$ cat config.mk
export PLATFORM = sky130hd
export DESIGN_NAME = scsp_dma_ctrl
export DESIGN_NICKNAME = d
export VERILOG_FILES = /design/src/rtl/scsp_dma_ctrl.sv
export SDC_FILE = /design/constraint.sdc
export NUM_CORES = 1
export LEC_CHECK = 0
export BUFFER_PORTS_ARGS = -buffer_cell sky130_fd_sc_hd__buf_4
export CAP_MARGIN = 20
export CORE_MARGIN = 4
export CORE_UTILIZATION = 48
export CTS_CLUSTER_DIAMETER = 60
export DETAILED_ROUTE_END_ITERATION = 8
export PLACE_DENSITY = 0.77
export REMOVE_ABC_BUFFERS = 1
export SETUP_SLACK_MARGIN = 0.1
export SYNTH_ARGS = -nofsm -noshare
export SYNTH_HDL_FRONTEND = slang
export SYNTH_SLANG_ARGS = --single-unit
$ cat constraint.sdc
create_clock -name clk -period 2 [get_ports clk]
set_input_delay 0.1 -clock clk [delete_from_list [all_inputs] [get_ports clk]]
set_output_delay 0.1 -clock clk [all_outputs]
set_load 0.1 [all_outputs]
$ cat src/rtl/scsp_dma_ctrl.sv
// SCSP sound-side DMA sequencer: moves 16-bit words between sound RAM and the
// SCSP register space through request/acknowledge bus handshakes.
module scsp_dma_ctrl #(
  parameter int RAM_AW = 19,
  parameter int REG_AW = 11
) (
  input  logic              clk,
  input  logic              rst_n,
  input  logic              ce,
  input  logic              cr_wr,
  input  logic [1:0]        cr_sel,
  input  logic [15:0]       cr_di,
  output logic [15:0]       cr7_do,
  output logic [RAM_AW-1:0] ram_a,
  output logic [15:0]       ram_d,
  input  logic [15:0]       ram_q,
  output logic              ram_req,
  output logic              ram_we,
  input  logic              ram_ack,
  output logic [REG_AW-1:0] reg_a,
  output logic [15:0]       reg_d,
  input  logic [15:0]       reg_q,
  output logic              reg_req,
  output logic              reg_we,
  input  logic              reg_ack,
  output logic              busy,
  output logic              dma_end
);

  typedef enum logic [1:0] {ST_IDLE, ST_RD, ST_WR, ST_DONE} state_t;

  state_t state_q, state_d;

  logic [14:0]       dmeal;
  logic [3:0]        dmeah;
  logic [10:0]       drga;
  logic [10:0]       dtlg;
  logic              dgate, ddir, dexe;

  logic [RAM_AW-1:0] raddr;
  logic [REG_AW-1:0] gaddr;
  logic [10:0]       count;
  logic [15:0]       data;

  logic              cr_en, start, acc_ack, latch, step;
  logic [15:0]       wdata;
  logic              unused;

  // Control registers are frozen for the whole transfer, including DONE.
  assign cr_en  = ce && cr_wr && !dexe;
  assign start  = cr_en && (cr_sel == 2'd2) && cr_di[12];
  assign wdata  = dgate ? 16'h0000 : data;

  assign ram_a  = raddr;
  assign reg_a  = gaddr;
  assign ram_d  = wdata;
  assign reg_d  = wdata;
  assign busy   = dexe;
  assign cr7_do = {1'b0, dgate, ddir, dexe, 12'h000};

  // DTLG has no readback path; the start write feeds the counter directly.
  assign unused = ^{dtlg, cr_di[0]};

  always_ff @(posedge clk or negedge rst_n) begin
    if (!rst_n) begin
      state_q <= ST_IDLE;
    end else if (ce) begin
      state_q <= state_d;
    end
  end

  always_comb begin
    state_d = state_q;
    ram_req = 1'b0;
    ram_we  = 1'b0;
    reg_req = 1'b0;
    reg_we  = 1'b0;
    acc_ack = 1'b0;
    latch   = 1'b0;
    step    = 1'b0;
    dma_end = 1'b0;
    case (state_q)
      ST_IDLE: begin
        if (start) begin
          if (cr_di[11:1] == 11'd0) state_d = ST_DONE;
          else if (cr_di[14])       state_d = ST_WR;
          else                      state_d = ST_RD;
        end
      end
      ST_RD: begin
        if (ddir) begin
          reg_req = 1'b1;
          acc_ack = reg_ack;
        end else begin
          ram_req = 1'b1;
          acc_ack = ram_ack;
        end
        if (acc_ack) begin
          latch   = 1'b1;
          state_d = ST_WR;
        end
      end
      ST_WR: begin
        if (ddir) begin
          ram_req = 1'b1;
          ram_we  = 1'b1;
          acc_ack = ram_ack;
        end else begin
          reg_req = 1'b1;
          reg_we  = 1'b1;
          acc_ack = reg_ack;
        end
        if (acc_ack) begin
          step = 1'b1;
          if (count <= 11'd1) state_d = ST_DONE;
          else if (dgate)     state_d = ST_WR;
          else                state_d = ST_RD;
        end
      end
      ST_DONE: begin
        dma_end = 1'b1;
        state_d = ST_IDLE;
      end
      default: state_d = ST_IDLE;
    endcase
  end

  always_ff @(posedge clk or negedge rst_n) begin
    if (!rst_n) begin
      dmeal <= '0;
      dmeah <= '0;
      drga  <= '0;
      dtlg  <= '0;
      dgate <= 1'b0;
      ddir  <= 1'b0;
      dexe  <= 1'b0;
      raddr <= '0;
      gaddr <= '0;
      count <= '0;
      data  <= '0;
    end else if (ce) begin
      if (cr_en) begin
        case (cr_sel)
          2'd0: dmeal <= cr_di[15:1];
          2'd1: begin
            dmeah <= cr_di[15:12];
            drga  <= cr_di[11:1];
          end
          2'd2: begin
            dgate <= cr_di[14];
            ddir  <= cr_di[13];
            dexe  <= cr_di[12];
            dtlg  <= cr_di[11:1];
          end
          default: ;
        endcase
      end
      // Working copies advance; the programmed DMEA/DRGA/DTLG stay intact.
      if (start) begin
        raddr <= RAM_AW'({dmeah, dmeal});
        gaddr <= REG_AW'(drga);
        count <= cr_di[11:1];
      end
      if (latch) data <= ddir ? reg_q : ram_q;
      if (step) begin
        raddr <= raddr + 1'b1;
        gaddr <= gaddr + 1'b1;
        if (count != 11'd0) count <= count - 1'b1;
      end
      if (state_q == ST_DONE) dexe <= 1'b0;
    end
  end

endmodule

==> flow_metrics.env, run 1 <==
export IMPL_area_growth_pct=29.7
export IMPL_required_ps=2260
export IMPL_drive_gt1_share_pct=36.0
export IMPL_clk_latency_ps=380
export IMPL_fill_cells=859
export IMPL_r2r_start="count[2]$_DFFE_PN0P_"
export IMPL_placed_area_um2=6220
export IMPL_synth_seq_cells=92
export IMPL_worstHoldStart="ram_q[14]"
export IMPL_hold_viol_final=0
export IMPL_critPathTopFamily="simple AND/OR/NAND/NOR gates"
export IMPL_startpoint="count[2]$_DFFE_PN0P_"
export IMPL_pre_cts_slack_ps=74.9
export IMPL_grt_pass1_wl_mm=23.4
export IMPL_antenna_found_initial=0
export IMPL_final_antenna_net_count=0
export IMPL_yosys_cell_types_count=60
export IMPL_synth_edf_count=0
export IMPL_synthTopCellsByArea="dfrtp_1 (44%), mux2_2 (7.3%), buf_4 (4.7%)"
export IMPL_synth_flop_cell="dfrtp_1"
export IMPL_start_util_pct=49.9
export IMPL_status="completed"
export IMPL_arrival_ps=2090
export IMPL_die_y_um=112
export IMPL_die_w_um=112
export IMPL_slew_violations=0
export IMPL_grt_max_degree=47
export IMPL_crit_type="reg2reg"
export IMPL_cp_max_fo=5
export IMPL_clock_sinks=92
export IMPL_setup_viol=0
export IMPL_grt_pass1_vias=4752
export IMPL_synthesis_area_per_instance_um2=9.68
export IMPL_critPathMostFrequentCell="o211ai_2"
export IMPL_grtUsageTotal_pct=22.9
export IMPL_end_kind="flop"
export IMPL_max_cap_viol_count=0
export IMPL_grt_ovfl_total=0
export IMPL_routedWlPerCell_um=17.9
export IMPL_final_setup_skew_ps=13.9
export IMPL_max_slew_margin_pct=59.1
export IMPL_seq_area_frac_synth_pct=44.1
export IMPL_fin_crit_sh_pct=91.5
export IMPL_min_path_type="in2reg"
export IMPL_cp_slowest_stage_delay_ps=570
export IMPL_rsz0062_at_grt="yes"
export IMPL_place_gp_congestion=0.893
export IMPL_ys_warn_count=0
export IMPL_final_cell_mix="buf_4 (149), dfrtp_1 (85), a21oi_1 (46)"
export IMPL_fin_nets=731
export IMPL_drt_first_pass_iters=5
export IMPL_mostFrequentLayoutCell="buf_4"
export IMPL_port_buffers=125
export IMPL_vias=4692
export IMPL_root_buffer="clkbuf_8"
export IMPL_cp_buffers_inverters=0
export IMPL_crit_slowest_cell="or4_4"
export IMPL_wl_mm=14.5
export IMPL_crit_path_start_kind="flop"
export IMPL_max_freq_mhz=547
export IMPL_diodes=0
export IMPL_drtIter0Drc=454
export IMPL_placementRows=37
export IMPL_tightest_slew_ps=613
export IMPL_final_core_util_pct=64.7
export IMPL_fin_area_um2=6770
export IMPL_synth_top_area_cell="dfrtp_1"
export IMPL_syn_area_um2=5220
export IMPL_fp_coreArea_um2=10500
export IMPL_routed_via_density=5.79
export IMPL_dieArea_um2=12600
export IMPL_htree_levels=3
export IMPL_finalWorstSetupSlack_ps=170
export IMPL_cts_buffers=9
export IMPL_clkTransAtPathRegs_ps=90
export IMPL_hold_ws_ps=15.5
export IMPL_hpwl_mm=10.3
export IMPL_fin_crit_ps=1830
export IMPL_path_cells="or4_4 > or4b_4 > o211ai_2 > o211ai_2"
export IMPL_async_flop_share_pct=100
export IMPL_synth_top_area_share_pct=44.1
export IMPL_drc_errors=0
export IMPL_cts_buffer_depth=2
export IMPL_synthCells=539
export IMPL_cts_tree="built"
export IMPL_ios=140
-- metal layers --
metal / wire (um) / share of wire [%] / track usage (%) / vias up
met2: 7330 / 50 / 38.5 / 191
met5: 0 / 0 / 0 / -
met4: 483 / 3.3 / 10.8 / 0
li1: - / - / - / 2182
met1: 5920 / 41 / 29.2 / 2281
met3: 794 / 5.5 / 3.07 / 38
-- through the flow --
step,setup TNS (ps),instances
3_3_place_gp,0,773
6_report,0,811
4_1_cts,0,804
3_5_place_dp,0,773
2_1_floorplan,-192840,489
5_1_grt,0,811
-- worst reg2reg max path: cells and delay by family (launching register included) --
kind	cells	cell delay [ps]
DFF	1	460
and+or+nand+nor	2	1060
AOI/OAI and AO/OA	2	190
-- synthesized netlist by cell type (7+ instances only) --
cell,n
nor2b_1,17
buf_4,33
a21oi_1,46
clkbuf_1,11
buf_2,14
nand3_1,21
mux2_2,34
a2bb2oi_1,13
nor3_1,10
nand2_1,40
and3_1,14
nor2_1,41
dfrtp_1,92
inv_1,10
mux2i_1,18
a31oi_1,8
o22ai_1,14
o21ai_0,22
nand4_1,7
-- kinds of logic after synthesis --
logic type / synth area share, %
and+or+nand+nor: 18.2
other: 0.0718
adders and majority gates: 1.20
buffers and inverters: 7.89
xor gates and xnor gates: 0.168
AOI/OAI and AO/OA: 17.6
DFF: 44.1
muxes: 10.8
-- area by class of cell --
cell class | instances | area, um^2 | area share [%]
Clock inverter | 6 | 116 | 1.72
Tap cell | 136 | 170 | 2.51
Multi-Input combinational cell | 387 | 2640 | 39.0
Timing Repair Buffer | 170 | 1370 | 20.2
Clock buffer | 10 | 128 | 1.88
Inverter | 10 | 37.5 | 0.554
Sequential cell | 92 | 2310 | 34.1
-- sequential cells by signal (all words and copies together), names as in the netlist --
name,count
ram_a,19
data,16
dmeal,15
count,11
drga,11
reg_a,11
dmeah,4
state_q,2
busy,1
ddir,1
dgate,1
-- repair_timing --
item | in CTS | in global routing
setup endpoints to repair | 10 | 33
hold endpoints to repair | 75 | 0
resized for setup | 5 | 27
pin swaps | 0 | 4
hold buffers | 15 | 0
setup buffers | 0 | 7
-- worst paths after layout --
path | end | slack [ps] | depth (start not counted)
min in group asynchronous | reg_a[7]$_DFFE_PN0P_ | 260 | 2
setup reg to reg | count[7]$_DFFE_PN0P_ | 170 | 4
hold reg to reg | dmeal[0]$_DFFE_PN0P_ | 510 | 1
hold / removal | data[14]$_DFFE_PN0P_ | 20 | 3
setup / recovery | count[7]$_DFFE_PN0P_ | 170 | 4
max in group asynchronous | ram_a[1]$_DFFE_PN0P_ | 1090 | 3
Power of run 1 is not shown: default switching activity piles up to over one toggle a cycle in this logic, so the estimate is an artifact.
==> inputs of run 2 (changes only) <==
--- a/config.mk
+++ b/config.mk
@@ -8,10 +8,11 @@
 export BUFFER_PORTS_ARGS = -buffer_cell sky130_fd_sc_hd__buf_4
 export CAP_MARGIN = 20
 export CORE_MARGIN = 4
-export CORE_UTILIZATION = 48
+export CORE_UTILIZATION = 50
+export CTS_BUF_LIST = sky130_fd_sc_hd__clkbuf_8
 export CTS_CLUSTER_DIAMETER = 60
 export DETAILED_ROUTE_END_ITERATION = 8
-export PLACE_DENSITY = 0.77
+export PLACE_DENSITY = 0.8
 export REMOVE_ABC_BUFFERS = 1
 export SETUP_SLACK_MARGIN = 0.1
 export SYNTH_ARGS = -nofsm -noshare
==> run 2 against run 1 <==
Against the previous run: clock-buffer cell count is 1 higher; wire length is 3.0% lower; clock skew down 4.4 ps; hold slack gained 4.6 ps; sequential share of layout area is 0.92 points higher; design area down 2.8%; worst setup slack worse by 35 ps.
==> flow_metrics.env, run 2 (same netlist as run 1, synthesis figures left out) <==
export IMPL_max_freq_mhz=536
export IMPL_status="completed"
export IMPL_die_y_um=110
export IMPL_die_w_um=110
export IMPL_cts_tree="built"
export IMPL_worst_r2r_endpoint="ram_a[0]$_DFFE_PN0P_"
export IMPL_place_gp_congestion=0.893
export IMPL_clkTransAtPathRegs_ps=90
export IMPL_final_cell_mix="buf_4 (146), dfrtp_1 (88), a21oi_1 (46)"
export IMPL_dieArea_um2=12100
export IMPL_slew_violations=0
export IMPL_drc_errors=0
export IMPL_worstHoldStart="cr_di[14]"
export IMPL_drive_gt1_share_pct=35.4
export IMPL_cp_max_fo=22
export IMPL_largest_reg_flops=19
export IMPL_drt_first_pass_iters=5
export IMPL_crit_path_start_kind="flop"
export IMPL_tightest_slew_ps=634
export IMPL_diodes=0
export IMPL_arrival_ps=2120
export IMPL_routed_via_density=5.83
export IMPL_max_slew_margin_pct=57.7
export IMPL_finalWorstSetupSlack_ps=135
export IMPL_fp_coreArea_um2=10200
export IMPL_cp_buffers_inverters=1
export IMPL_rsz0062_at_grt="yes"
export IMPL_cts_buffer_depth=2
export IMPL_antenna_found_initial=0
export IMPL_htree_levels=3
export IMPL_dp_cells=772
export IMPL_r2r_start="ddir$_DFFE_PN0P_"
export IMPL_required_ps=2260
export IMPL_placementRows=37
export IMPL_clk_latency_ps=360
export IMPL_start_util_pct=51.0
export IMPL_ff2ff_setup_slack_ps=140
export IMPL_root_buffer="clkbuf_8"
export IMPL_hold_viol_final=0
export IMPL_drtIter0Drc=293
export IMPL_vias=4667
export IMPL_crit_slowest_cell="dfrtp_1"
export IMPL_mostFrequentLayoutCell="buf_4"
export IMPL_path_cells="mux2i_1 > nor2_4 > a21oi_1 > buf_12 > nor3_1 > a211o_1"
export IMPL_area_growth_pct=26.1
export IMPL_clock_sinks=92
export IMPL_grt_pass1_vias=4367
export IMPL_final_setup_skew_ps=9.42
export IMPL_fin_nets=720
export IMPL_fill_cells=809
export IMPL_setup_viol=0
export IMPL_pre_cts_slack_ps=92.4
export IMPL_min_path_type="in2reg"
export IMPL_wl_mm=14.1
export IMPL_critPathTopFamily="compound AO/OA/AOI/OAI gates"
export IMPL_ios=140
export IMPL_fin_crit_sh_pct=93.2
export IMPL_grt_ovfl_total=0
export IMPL_final_antenna_net_count=0
export IMPL_max_cap_viol_count=0
export IMPL_fin_crit_ps=1860
export IMPL_min_path_cells=2
export IMPL_cp_slowest_stage_delay_ps=490
export IMPL_grtUsageTotal_pct=23.4
export IMPL_port_buffers=125
export IMPL_routedWlPerCell_um=17.6
export IMPL_hold_end="dgate$_DFFE_PN0P_"
export IMPL_fin_cells=800
export IMPL_grt_pass1_wl_mm=22.1
export IMPL_reg2reg_depth=6
export IMPL_grt_max_degree=53
export IMPL_hpwl_mm=10.0
export IMPL_end_kind="flop"
export IMPL_cts_buffers=9
export IMPL_crit_type="reg2reg"
run 2: area by class of cell:
type / count / area, um^2 / area share, %
Clock buffer: 11 / 151 / 2.30
Clock inverter: 5 / 27.5 / 0.418
Inverter: 10 / 37.5 / 0.570
Multi-Input combinational cell: 387 / 2600 / 39.5
Sequential cell: 92 / 2310 / 35.1
Tap cell: 136 / 170 / 2.59
Timing Repair Buffer: 159 / 1290 / 19.6
run 2: metrics by stage:
| step | hold WS (ps) | cell area (um^2) | TNS (ps) | utilization (%) |
|---|---|---|---|---|
| 2_1_floorplan | -196 | 4890 | -192840 | - |
| 3_3_place_gp | 78.9 | 6220 | 0 | 60.8 |
| 3_5_place_dp | 81.4 | 6220 | 0 | 60.8 |
| 4_1_cts | 2.59 | 6460 | 0 | 63.1 |
| 5_1_grt | 1.41 | 6580 | 0 | 64.3 |
| 6_report | 20.1 | 6580 | 0 | 64.3 |
run 2: worst max-delay path by stage:
stage                          from  slack [ps]                    end  depth (start not counted)
2_1_floorplan      ddir$_DFFE_PN0P_       -2830   ram_a[0]$_DFFE_PN0P_                          4
3_3_place_gp   ram_a[0]$_DFFE_PN0P_         130  ram_a[12]$_DFFE_PN0P_                          6
3_5_place_dp   ram_a[0]$_DFFE_PN0P_          90  ram_a[12]$_DFFE_PN0P_                          6
4_1_cts        ram_a[0]$_DFFE_PN0P_         110  ram_a[12]$_DFFE_PN0P_                          6
5_1_grt            ddir$_DFFE_PN0P_          80   ram_a[0]$_DFFE_PN0P_                          6
6_report           ddir$_DFFE_PN0P_         140   ram_a[0]$_DFFE_PN0P_                          6
run 2: what timing repair did:
| action | in CTS | in global routing |
|---|---|---|
| hold buffers | 5 | 0 |
| setup buffers | 0 | 6 |
| endpoints found under the hold margin | 36 | 0 |
| pin swaps | 0 | 3 |
| gates resized for setup | 3 | 18 |
| endpoints found under the setup margin | 3 | 20 |
| gates cloned | 0 | 1 |
run 2: per-layer routing:
metal	routed length (um)	global-route usage, %	share of wire, %	vias up
met4	187	6.42	1.3	0
met3	872	4.43	6.2	18
met2	7110	38.3	50	168
met5	0	0	0	-
li1	-	-	-	2172
met1	5930	31.9	42	2309
run 2: worst register-to-register path: stages, from the launching register on:
cell     delay (ps)
dfrtp_1         490
mux2i_1         370
nor2_4          120
a21oi_1         260
buf_12          200
nor3_1           60
a211o_1         260
Power of run 2 is left out for the same reason.
